[src/rtl/and_sched_pkg.sv]
`default_nettype none
// ============================================================================
// Module   : and_sched_pkg
// Purpose  : Shared constants, tag-width helper and response type for the
//            shared AND datapath scheduler.
// Revision : 1.0 - initial release
// ============================================================================
package and_sched_pkg;

  localparam int MAX_REQ   = 8;
  localparam int GCOUNT_W  = 16;
  localparam int MAX_ID_W  = 3;
  localparam int MAX_WIDTH = 64;

  // Tag width for n requesters; a single requester still carries a 1-bit tag.
  function automatic int id_width(input int n);
    return (n <= 2) ? 1 : $clog2(n);
  endfunction

  typedef struct packed {
    logic [MAX_ID_W-1:0]  id;
    logic [MAX_WIDTH-1:0] z;
  } rsp_t;

endpackage : and_sched_pkg
`default_nettype wire

[src/rtl/and_pipe2.sv]
`default_nettype none
// ============================================================================
// Module   : and_pipe2
// Purpose  : Two-stage registered AND with a valid/tag sideband.
// Revision : 1.0 - initial release
// ============================================================================
module and_pipe2 #(
  parameter int WIDTH = 32,
  parameter int ID_W  = 2
) (
  input  logic             clk,
  input  logic             rst,
  input  logic             i_valid,
  input  logic [ID_W-1:0]  i_id,
  input  logic [WIDTH-1:0] i_x,
  input  logic [WIDTH-1:0] i_y,
  output logic             o_valid,
  output logic [ID_W-1:0]  o_id,
  output logic [WIDTH-1:0] o_z
);

  logic             r_s1_valid;
  logic [ID_W-1:0]  r_s1_id;
  logic [WIDTH-1:0] r_s1_x;
  logic [WIDTH-1:0] r_s1_y;

  logic             r_s2_valid;
  logic [ID_W-1:0]  r_s2_id;
  logic [WIDTH-1:0] r_s2_z;

  // Stage 1 holds its operands between accepts; only the valid bit pulses.
  always_ff @(posedge clk or posedge rst) begin
    if (rst) begin
      r_s1_valid <= 1'b0;
      r_s1_id    <= '0;
      r_s1_x     <= '0;
      r_s1_y     <= '0;
    end else begin
      r_s1_valid <= i_valid;
      if (i_valid) begin
        r_s1_id <= i_id;
        r_s1_x  <= i_x;
        r_s1_y  <= i_y;
      end
    end
  end

  always_ff @(posedge clk or posedge rst) begin
    if (rst) begin
      r_s2_valid <= 1'b0;
      r_s2_id    <= '0;
      r_s2_z     <= '0;
    end else begin
      r_s2_valid <= r_s1_valid;
      r_s2_id    <= r_s1_id;
      r_s2_z     <= r_s1_x & r_s1_y;
    end
  end

  assign o_valid = r_s2_valid;
  assign o_id    = r_s2_id;
  assign o_z     = r_s2_z;

endmodule : and_pipe2
`default_nettype wire

[src/rtl/and_share_sched.sv]
`default_nettype none
// ============================================================================
// Module   : and_share_sched
// Purpose  : Round-robin scheduler sharing one two-stage AND pipeline among
//            NUM_REQ valid/ready requesters; returns tagged results.
// Revision : 1.0 - initial release
// ============================================================================
module and_share_sched
  import and_sched_pkg::*;
#(
  parameter int NUM_REQ = 4,
  parameter int WIDTH   = 32,
  parameter int ID_W    = id_width(NUM_REQ)
) (
  input  logic                     clock,
  input  logic                     reset,
  input  logic                     enable,
  input  logic [NUM_REQ-1:0]       req_valid,
  input  logic [NUM_REQ*WIDTH-1:0] req_x,
  input  logic [NUM_REQ*WIDTH-1:0] req_y,
  output logic [NUM_REQ-1:0]       req_ready,
  output logic                     rsp_valid,
  output logic [ID_W-1:0]          rsp_id,
  output logic [WIDTH-1:0]         rsp_z,
  output logic [GCOUNT_W-1:0]      grant_count
);

  logic [ID_W-1:0]     r_ptr;
  logic [GCOUNT_W-1:0] r_grant_count;

  logic                w_found;
  logic [ID_W-1:0]     w_winner;
  logic                w_grant_en;
  logic                w_accept;
  logic [ID_W-1:0]     w_ptr_next;
  logic [WIDTH-1:0]    w_x;
  logic [WIDTH-1:0]    w_y;
  int                  w_idx;

  // Scan from the pointer upward, wrapping at NUM_REQ so unused tags never win.
  always_comb begin
    w_found  = 1'b0;
    w_winner = '0;
    w_idx    = 0;
    for (int k = 0; k < NUM_REQ; k++) begin
      w_idx = int'(r_ptr) + k;
      if (w_idx >= NUM_REQ) begin
        w_idx = w_idx - NUM_REQ;
      end
      if (!w_found && req_valid[w_idx]) begin
        w_found  = 1'b1;
        w_winner = ID_W'(w_idx);
      end
    end
  end

  // Ready is forced low during reset so nothing transfers into a clearing pipe.
  assign w_grant_en = enable & w_found & ~reset;

  always_comb begin
    req_ready = '0;
    if (w_grant_en) begin
      req_ready[w_winner] = 1'b1;
    end
  end

  assign w_accept   = |(req_valid & req_ready);
  assign w_ptr_next = (int'(w_winner) == NUM_REQ - 1) ? '0 : w_winner + ID_W'(1);
  assign w_x        = req_x[int'(w_winner)*WIDTH +: WIDTH];
  assign w_y        = req_y[int'(w_winner)*WIDTH +: WIDTH];

  always_ff @(posedge clock or posedge reset) begin
    if (reset) begin
      r_ptr         <= '0;
      r_grant_count <= '0;
    end else if (w_accept) begin
      r_ptr         <= w_ptr_next;
      r_grant_count <= r_grant_count + GCOUNT_W'(1);
    end
  end

  assign grant_count = r_grant_count;

  and_pipe2 #(
    .WIDTH (WIDTH),
    .ID_W  (ID_W)
  ) u_pipe (
    .clk     (clock),
    .rst     (reset),
    .i_valid (w_accept),
    .i_id    (w_winner),
    .i_x     (w_x),
    .i_y     (w_y),
    .o_valid (rsp_valid),
    .o_id    (rsp_id),
    .o_z     (rsp_z)
  );

endmodule : and_share_sched
`default_nettype wire

[config.mk]
export PLATFORM = sky130hd
export DESIGN_NAME = and_share_sched
export DESIGN_NICKNAME = d
export VERILOG_FILES = /design/src/rtl/and_sched_pkg.sv /design/src/rtl/and_pipe2.sv /design/src/rtl/and_share_sched.sv
export SDC_FILE = /design/constraint.sdc
export NUM_CORES = 1
export LEC_CHECK = 0
export CAP_MARGIN = 40
export CORE_MARGIN = 4
export CORE_UTILIZATION = 37
export DETAILED_ROUTE_END_ITERATION = 8
export PLACE_DENSITY = 0.79
export SYNTH_ARGS = -nofsm -noshare
export SYNTH_HDL_FRONTEND = slang
export SYNTH_SLANG_ARGS = --single-unit
[constraint.sdc]
create_clock -name clock -period 3.9 [get_ports clock]
set_clock_uncertainty 0.1 [all_clocks]
set_input_delay 0.39 -clock clock [delete_from_list [all_inputs] [get_ports clock]]
set_output_delay 0.39 -clock clock [all_outputs]
set_load 0.005 [all_outputs]
==> results of run 1 <==
[synth_stat cells (2+ instances only)]
cell	n	area, um2
mux2i_1	127	1270
dfrtp_1	120	3000
nor2_1	74	278
a221oi_2	50	751
and2_1	34	213
buf_2	17	85.1
a221oi_1	13	114
nand2_1	12	45.0
xnor2_1	8	70.1
buf_4	7	52.6
clkbuf_1	7	26.3
xor2_1	7	61.3
buf_6	6	67.6
and3_1	5	31.3
inv_1	5	18.8
nand4_1	5	31.3
a21oi_1	3	15.0
o21ai_0	3	15.0
a211oi_1	2	15.0
and4_1	2	17.5
ha_1	2	25.0
mux2_2	2	22.5
nand2b_1	2	12.5
nand3_1	2	10.0
[state kept, by name, indices dropped and copies added (netlist names)]
signal / cells
u_pipe.o_valid: 1
r_ptr: 2
grant_count: 16
u_pipe.o_z: 32
u_pipe.r_s1_y: 32
u_pipe.r_s1_id: 2
u_pipe.o_id: 2
u_pipe.r_s1_valid: 1
u_pipe.r_s1_x: 32
[power breakdown]
group	switching [mW]	internal (mW)
Sequential	0.272	1.78
Combinational	1.04	1.37
Clock	0.525	1.18
Total	1.84	4.34
[metrics by stage]
stage	setup slack [ps]	hold WS, ps	total power, mW	utilization	cell area [um2]
after floorplan	224	231	3.45	-	6360
after global placement	418	235	4.43	0.580	9690
after detailed placement	241	236	4.51	0.583	9740
after CTS	655	249	6.25	0.622	10400
after global routing	476	268	6.54	0.622	10400
final	677	253	6.18	0.622	10400
[logic make-up after synthesis]
logic type,after synthesis,share of synthesized area
buf+inv,43,0.0399
xor+xnor,15,0.0206
mux,129,0.203
simple gates,140,0.105
flops,120,0.472
fa+ha+maj,2,0.00393
compound gates,80,0.156
[worst reg2reg max path, cell delays in order, from the launching register on]
cell,delay [ps]
dfrtp_1,490
mux2_2,390
o221a_4,260
ha_1,210
a211o_1,320
o21ai_4,330
inv_2,80
and2_4,290
buf_12,250
a221oi_1,340
[metal layers]
layer,track usage,wire (um),vias up
li1,-,-,2576
met5,0,0,-
met2,0.335,9930,187
met1,0.245,8040,2555
met3,0.0679,1280,15
met4,0.0386,193,0
[worst max-delay path by stage]
stage	startpoint	to	slack, ps	cells after the start
final	req_valid[0]	u_pipe.r_s1_x[3]$_DFFE_PP0P_	680	10
after global routing	req_valid[0]	u_pipe.r_s1_x[3]$_DFFE_PP0P_	480	10
after CTS	req_valid[0]	u_pipe.r_s1_x[3]$_DFFE_PP0P_	660	10
after detailed placement	req_valid[0]	u_pipe.r_s1_x[3]$_DFFE_PP0P_	240	10
after global placement	req_valid[0]	u_pipe.r_s1_x[8]$_DFFE_PP0P_	420	9
after floorplan	reset	grant_count[0]$_DFFE_PP0P_	220	1
[layout make-up]
type,instances,area share
clock buffers,23,0.0460
clock inverters,8,0.0161
inverters,6,0.00241
multi-input cells,366,0.301
flip-flops and latches,120,0.289
well taps,220,0.0265
repair buffers,328,0.319
==> results.ini, run 1 <==
[clock_network]
cts_tree = done
cts_root_buffer = clkbuf_16
ctsLongestPathBuffers = 2
cts-buffers-inserted = 17
clock_latency_ps = 400
cts_resized = 0
h-tree-depth = 4
clk_pin_slew_ps = 50
cts_sinks = 120
cts_setup_buffers = 0
holdBufCountCts = 0

[routing]
vias = 5333
routed_wl_mm = 19.4
ant_nets = 0
wl_per_cell_um = 18.1
drtIter0Drc = 179
post-route-drc-count = 0
avgViaCountPerCell = 4.98
dr.pass1.iters = 6

[yosys]
seq_area_frac_synth = 0.472
synth_fp_nets = 794
synth_cell_types = 38
synth_ff_type = dfrtp_1
syn-instance-count = 529
synth_seq_cells = 120
yosysWarnings = 0
synth_edf_count = 0
synth_area_mm2 = 0.00636
avgSynthCellArea_um2 = 12.0
async_flop_share = 1.00

[floorplan]
die_h_um = 139
rows = 47
die-area_mm2 = 0.0194
io_pins = 318
coreArea_mm2 = 0.0167
die_w_um = 139
start_util = 0.381

[setup_path]
path_cells = clkdlybuf4s50_1 > or3b_2 > o221a_4 > ha_1 > a211o_1 > o21ai_4 > inv_2 > and2_4 > buf_12 > a221oi_1
critical_path_arrival_ps = 3400
crit_buf_inv = 3
worst_path_largest_cell_delay_ps = 570
rrSetupSlack_ps = 730
r2r_start = r_ptr[1]$_DFFE_PP0P_
cp_max_fo = 35
endpoint_kind = register
crit_path_start_kind = primary input
required_ps = 4080
criticalPathCategory = primary input to register
cp_top_family = compound AO/OA/AOI/OAI gates
r2r-end = u_pipe.r_s1_x[3]$_DFFE_PP0P_
reg2reg_depth = 9
critPathSlowestCell = clkdlybuf4s50_1

[place]
port_buffers = 317
dp_cells = 1040
dp_hpwl_mm = 14.8
routabilityCongestion = 0.849

[global_route]
grt_first_pass_wirelength_mm = 30.4
grtUsageTotal = 0.197
grt_pass1_vias = 5575
antenna_found_initial = 0
overflow = 0
grt_max_degree = 64

[min_path]
holdPathEnd = u_pipe.o_valid$_DFF_PP0_
hold_depth = 0
min_from = u_pipe.r_s1_valid$_DFF_PP0_
hp-class = register to register

[timing]
period_needed_ps = 3220
finalCritPeriodShare = 0.826
finalMaxSlewViolations = 0
tns_ps = 0
finalSetupViolCount = 0
timing_hold_violations_final = 0
rsz0062_at_grt = false
tightest_slew_ps = 771
slew_headroom = 0.486
fmax_mhz = 310

[pwr]
ir_drop_v = 0.000569
p_leak_nw = 4.35
p_per_area_mw_per_mm2 = 595

[cells_and_area]
fillers = 1361
multi_input_area_mm2 = 0.00313
layout_common_cells = 317 x clkdlybuf4s50_1, 127 x mux2i_1, 120 x dfrtp_1
final_nets = 1104
final_cells = 1071
layout_commonest_cell = clkdlybuf4s50_1
regArea_mm2 = 0.00300
drive_gt1_frac = 0.115
area_delta_synth_final_pct = 63.2
antennaDiodeCount = 0

[run_status]
status = finished, final reports clean

[run]
cap_violations = 0

(Power assumes the default switching activity.)
==> inputs of run 2 (changes only) <==
--- a/config.mk
+++ b/config.mk
@@ -7,9 +7,9 @@
 export LEC_CHECK = 0
 export CAP_MARGIN = 40
 export CORE_MARGIN = 4
-export CORE_UTILIZATION = 37
+export CORE_UTILIZATION = 41
 export DETAILED_ROUTE_END_ITERATION = 8
-export PLACE_DENSITY = 0.79
+export PLACE_DENSITY = 0.83
 export SYNTH_ARGS = -nofsm -noshare
 export SYNTH_HDL_FRONTEND = slang
 export SYNTH_SLANG_ARGS = --single-unit
==> constraint.sdc (replaced) <==
create_clock -name clock -period 3.3 [get_ports clock]
set_clock_uncertainty 0.1 [all_clocks]
set_input_delay 0.33 -clock clock [delete_from_list [all_inputs] [get_ports clock]]
set_output_delay 0.33 -clock clock [all_outputs]
set_load 0.005 [all_outputs]
==> run 2 against run 1 <==
Non-clock buffer count increased by 3. Global-route usage grew 2.9 points. Routed wire length increased by 2.9%. Cell count shrank 2.6%. Total power increased by 18%. Core utilization rose by 6.0 points. First-iteration DRC count grew 15%. Register-to-register slack got worse by 400 ps. Sequential share of layout area increased by 0.073 points. Critical path depth stayed put. Via count grew 3.8%. Combinational power up 20%. Critical path type unchanged. Critical endpoint is now u_pipe.r_s1_x[7]$_DFFE_PP0P_. Largest power group unchanged.
==> results.ini, run 2 (same netlist as run 1, synthesis figures left out) <==
[global_route]
grtUsageTotal = 0.226  ; was 0.197
grt_pass1_vias = 5908  ; was 5575
overflow = 0  ; unchanged
grt_max_degree = 121  ; was 64
antenna_found_initial = 0  ; unchanged
grt_first_pass_wirelength_mm = 31.4  ; was 30.4 mm

[setup_path]
cp_max_fo = 28  ; was 35
required_ps = 3500  ; was 4080 ps
endpoint_kind = register  ; unchanged
crit_path_start = req_valid[0]  ; unchanged
criticalPathCategory = primary input to register  ; unchanged
r2r_start = r_ptr[1]$_DFFE_PP0P_  ; unchanged
crit_path_start_kind = primary input  ; unchanged
critical_path_arrival_ps = 3180  ; was 3400 ps

[cells_and_area]
post-route-cell-area_mm2 = 0.0104  ; about the same
fillers = 1129  ; was 1361
drive_gt1_frac = 0.119  ; was 0.115
layout_common_cells = 317 x clkdlybuf4s50_1, 127 x mux2i_1, 120 x dfrtp_1  ; unchanged
antennaDiodeCount = 0  ; unchanged
area_delta_synth_final_pct = 62.8  ; was 63.2%
final_nets = 1107  ; was 1104
layout_commonest_cell = clkdlybuf4s50_1  ; unchanged
regArea_mm2 = 0.00300  ; unchanged
multi_input_area_mm2 = 0.00313  ; unchanged

[clock_network]
clock_latency_ps = 410  ; was 400 ps
clk_pin_slew_ps = 60  ; was 50 ps
cts_root_buffer = clkbuf_16  ; unchanged
cts_sinks = 120  ; unchanged
h-tree-depth = 4  ; unchanged
cts-buffers-inserted = 17  ; unchanged
holdBufCountCts = 0  ; unchanged
cts_resized = 0  ; unchanged
cts_tree = done  ; unchanged
cts_setup_buffers = 0  ; unchanged
ctsLongestPathBuffers = 2  ; unchanged

[pwr]
p_leak_nw = 4.36  ; was 4.35 nW
internal_power_mw = 5.06  ; was 4.34 mW
totalPowerFinal_mw = 7.28  ; was 6.18 mW
p_per_area_mw_per_mm2 = 702  ; was 595 mW/mm2
clock_power_share = 0.267  ; was 0.276
ir_drop_v = 0.000385  ; was 0.000569 V
p_seq_frac = 0.335  ; was 0.333
p_sw_frac = 0.305  ; was 0.298
combinationalPowerShare = 0.398  ; was 0.391
p_switching_mw = 2.22  ; was 1.84 mW

[floorplan]
coreArea_mm2 = 0.0152  ; was 0.0167 mm2
io_pins = 318  ; unchanged
die-area_mm2 = 0.0176  ; was 0.0194 mm2
start_util = 0.419  ; was 0.381
die_w_um = 133  ; was 139 um
rows = 45  ; was 47
die_h_um = 133  ; was 139 um

[run]
cap_violations = 0  ; unchanged

[routing]
wl_met3_mm = 1.43  ; was 1.28 mm
drtIter0Drc = 205  ; was 179
avgViaCountPerCell = 5.30  ; was 4.98
highest_layer = met4  ; unchanged
wl_per_cell_um = 19.2  ; was 18.1 um
vias = 5533  ; was 5333
dr_wl_met2_mm = 10.5  ; was 9.93 mm
dr.pass1.iters = 4  ; was 6
post-route-drc-count = 0  ; unchanged
wl_met1_mm = 7.61  ; was 8.04 mm
ant_nets = 0  ; unchanged
routed_wl_mm = 20.0  ; was 19.4 mm

[place]
dpl_worst_slack_ps = -55.5  ; was 241 ps
dpl-instance-area_mm2 = 0.00974  ; about the same
routabilityCongestion = 0.905  ; was 0.849
port_buffers = 317  ; unchanged
dp_hpwl_mm = 15.3  ; was 14.8 mm

[timing]
finalMaxSlewViolations = 0  ; unchanged
finalCritPeriodShare = 0.903
worst_slack_ps = 320  ; was 677 ps
tightest_slew_ps = 634  ; was 771 ps
period_needed_ps = 2980
slew_headroom = 0.577  ; was 0.486
timing_hold_violations_final = 0  ; unchanged
fmax_mhz = 336
rsz0062_at_grt = false  ; unchanged
finalSetupViolCount = 0  ; unchanged
hold-worst-slack_ps = 254  ; was 253 ps

[min_path]
min_from = u_pipe.r_s1_valid$_DFF_PP0_  ; unchanged
hp-class = register to register  ; unchanged

[run_status]
status = finished, final reports clean  ; unchanged

-- run 2: changes by cell type in the layout (fill, tap and decap cells not counted) --
cell | before | now
inv_4 | 1 | 0
clkinv_2 | 2 | 5
bufinv_16 | 5 | 4
buf_12 | 3 | 4
buf_4 | 7 | 9
-- run 2: per-stage QoR --
stage / std cells / setup TNS [ps] / utilization
final: 1043 / 0 / 0.682
after global routing: 1043 / 0 / 0.682
after CTS: 1043 / 0 / 0.682
after detailed placement: 1011 / -375 / 0.641
after global placement: 1010 / 0 / 0.639
after floorplan: 529 / 0 / -
-- run 2: per-layer routing --
layer  up-vias  global-route usage
li1       2590                   -
met1      2661               0.253
met2       245               0.406
met3        37              0.0764
met4         0              0.0716
met5         -                   0
-- run 2: power by group through the flow --
stage               registers [mW]  logic, mW  clock network, mW
CTS                           2.44       2.94               1.97
floorplan                     2.38       1.70                  0
finish                        2.44       2.90               1.94
global placement              2.42       2.80                  0
detailed placement            2.45       2.91                  0
global route                  2.51       3.13               2.05
-- run 2: final cells by class --
type / instances / area share
Timing Repair Buffer: 331 / 0.323
Multi-Input combinational cell: 366 / 0.302
Sequential cell: 120 / 0.290
Clock buffer: 23 / 0.0461
Tap cell: 188 / 0.0227
Clock inverter: 9 / 0.0140
Inverter: 6 / 0.00254
-- run 2: path summary, 6_finish.rpt --
check | endpoint | depth (start not counted) | slack (ps)
min reg2reg | u_pipe.o_valid$_DFF_PP0_ | 0 | 250
max reg2reg | u_pipe.r_s1_x[7]$_DFFE_PP0P_ | 9 | 330
min in group asynchronous | r_ptr[0]$_DFFE_PP0P_ | 3 | 390
min | u_pipe.o_valid$_DFF_PP0_ | 0 | 250
max in group asynchronous | u_pipe.r_s1_y[16]$_DFFE_PP0P_ | 3 | 2230
max | u_pipe.r_s1_x[7]$_DFFE_PP0P_ | 10 | 320
-- run 2: worst max-delay path, cell delays in order --
cell and delay (ps):
clkdlybuf4s50_1 570, or3b_2 490, o221a_4 160, ha_1 220
a211o_1 330, o21ai_4 230, inv_2 70, and2_4 150
buf_4 250, a221oi_1 340
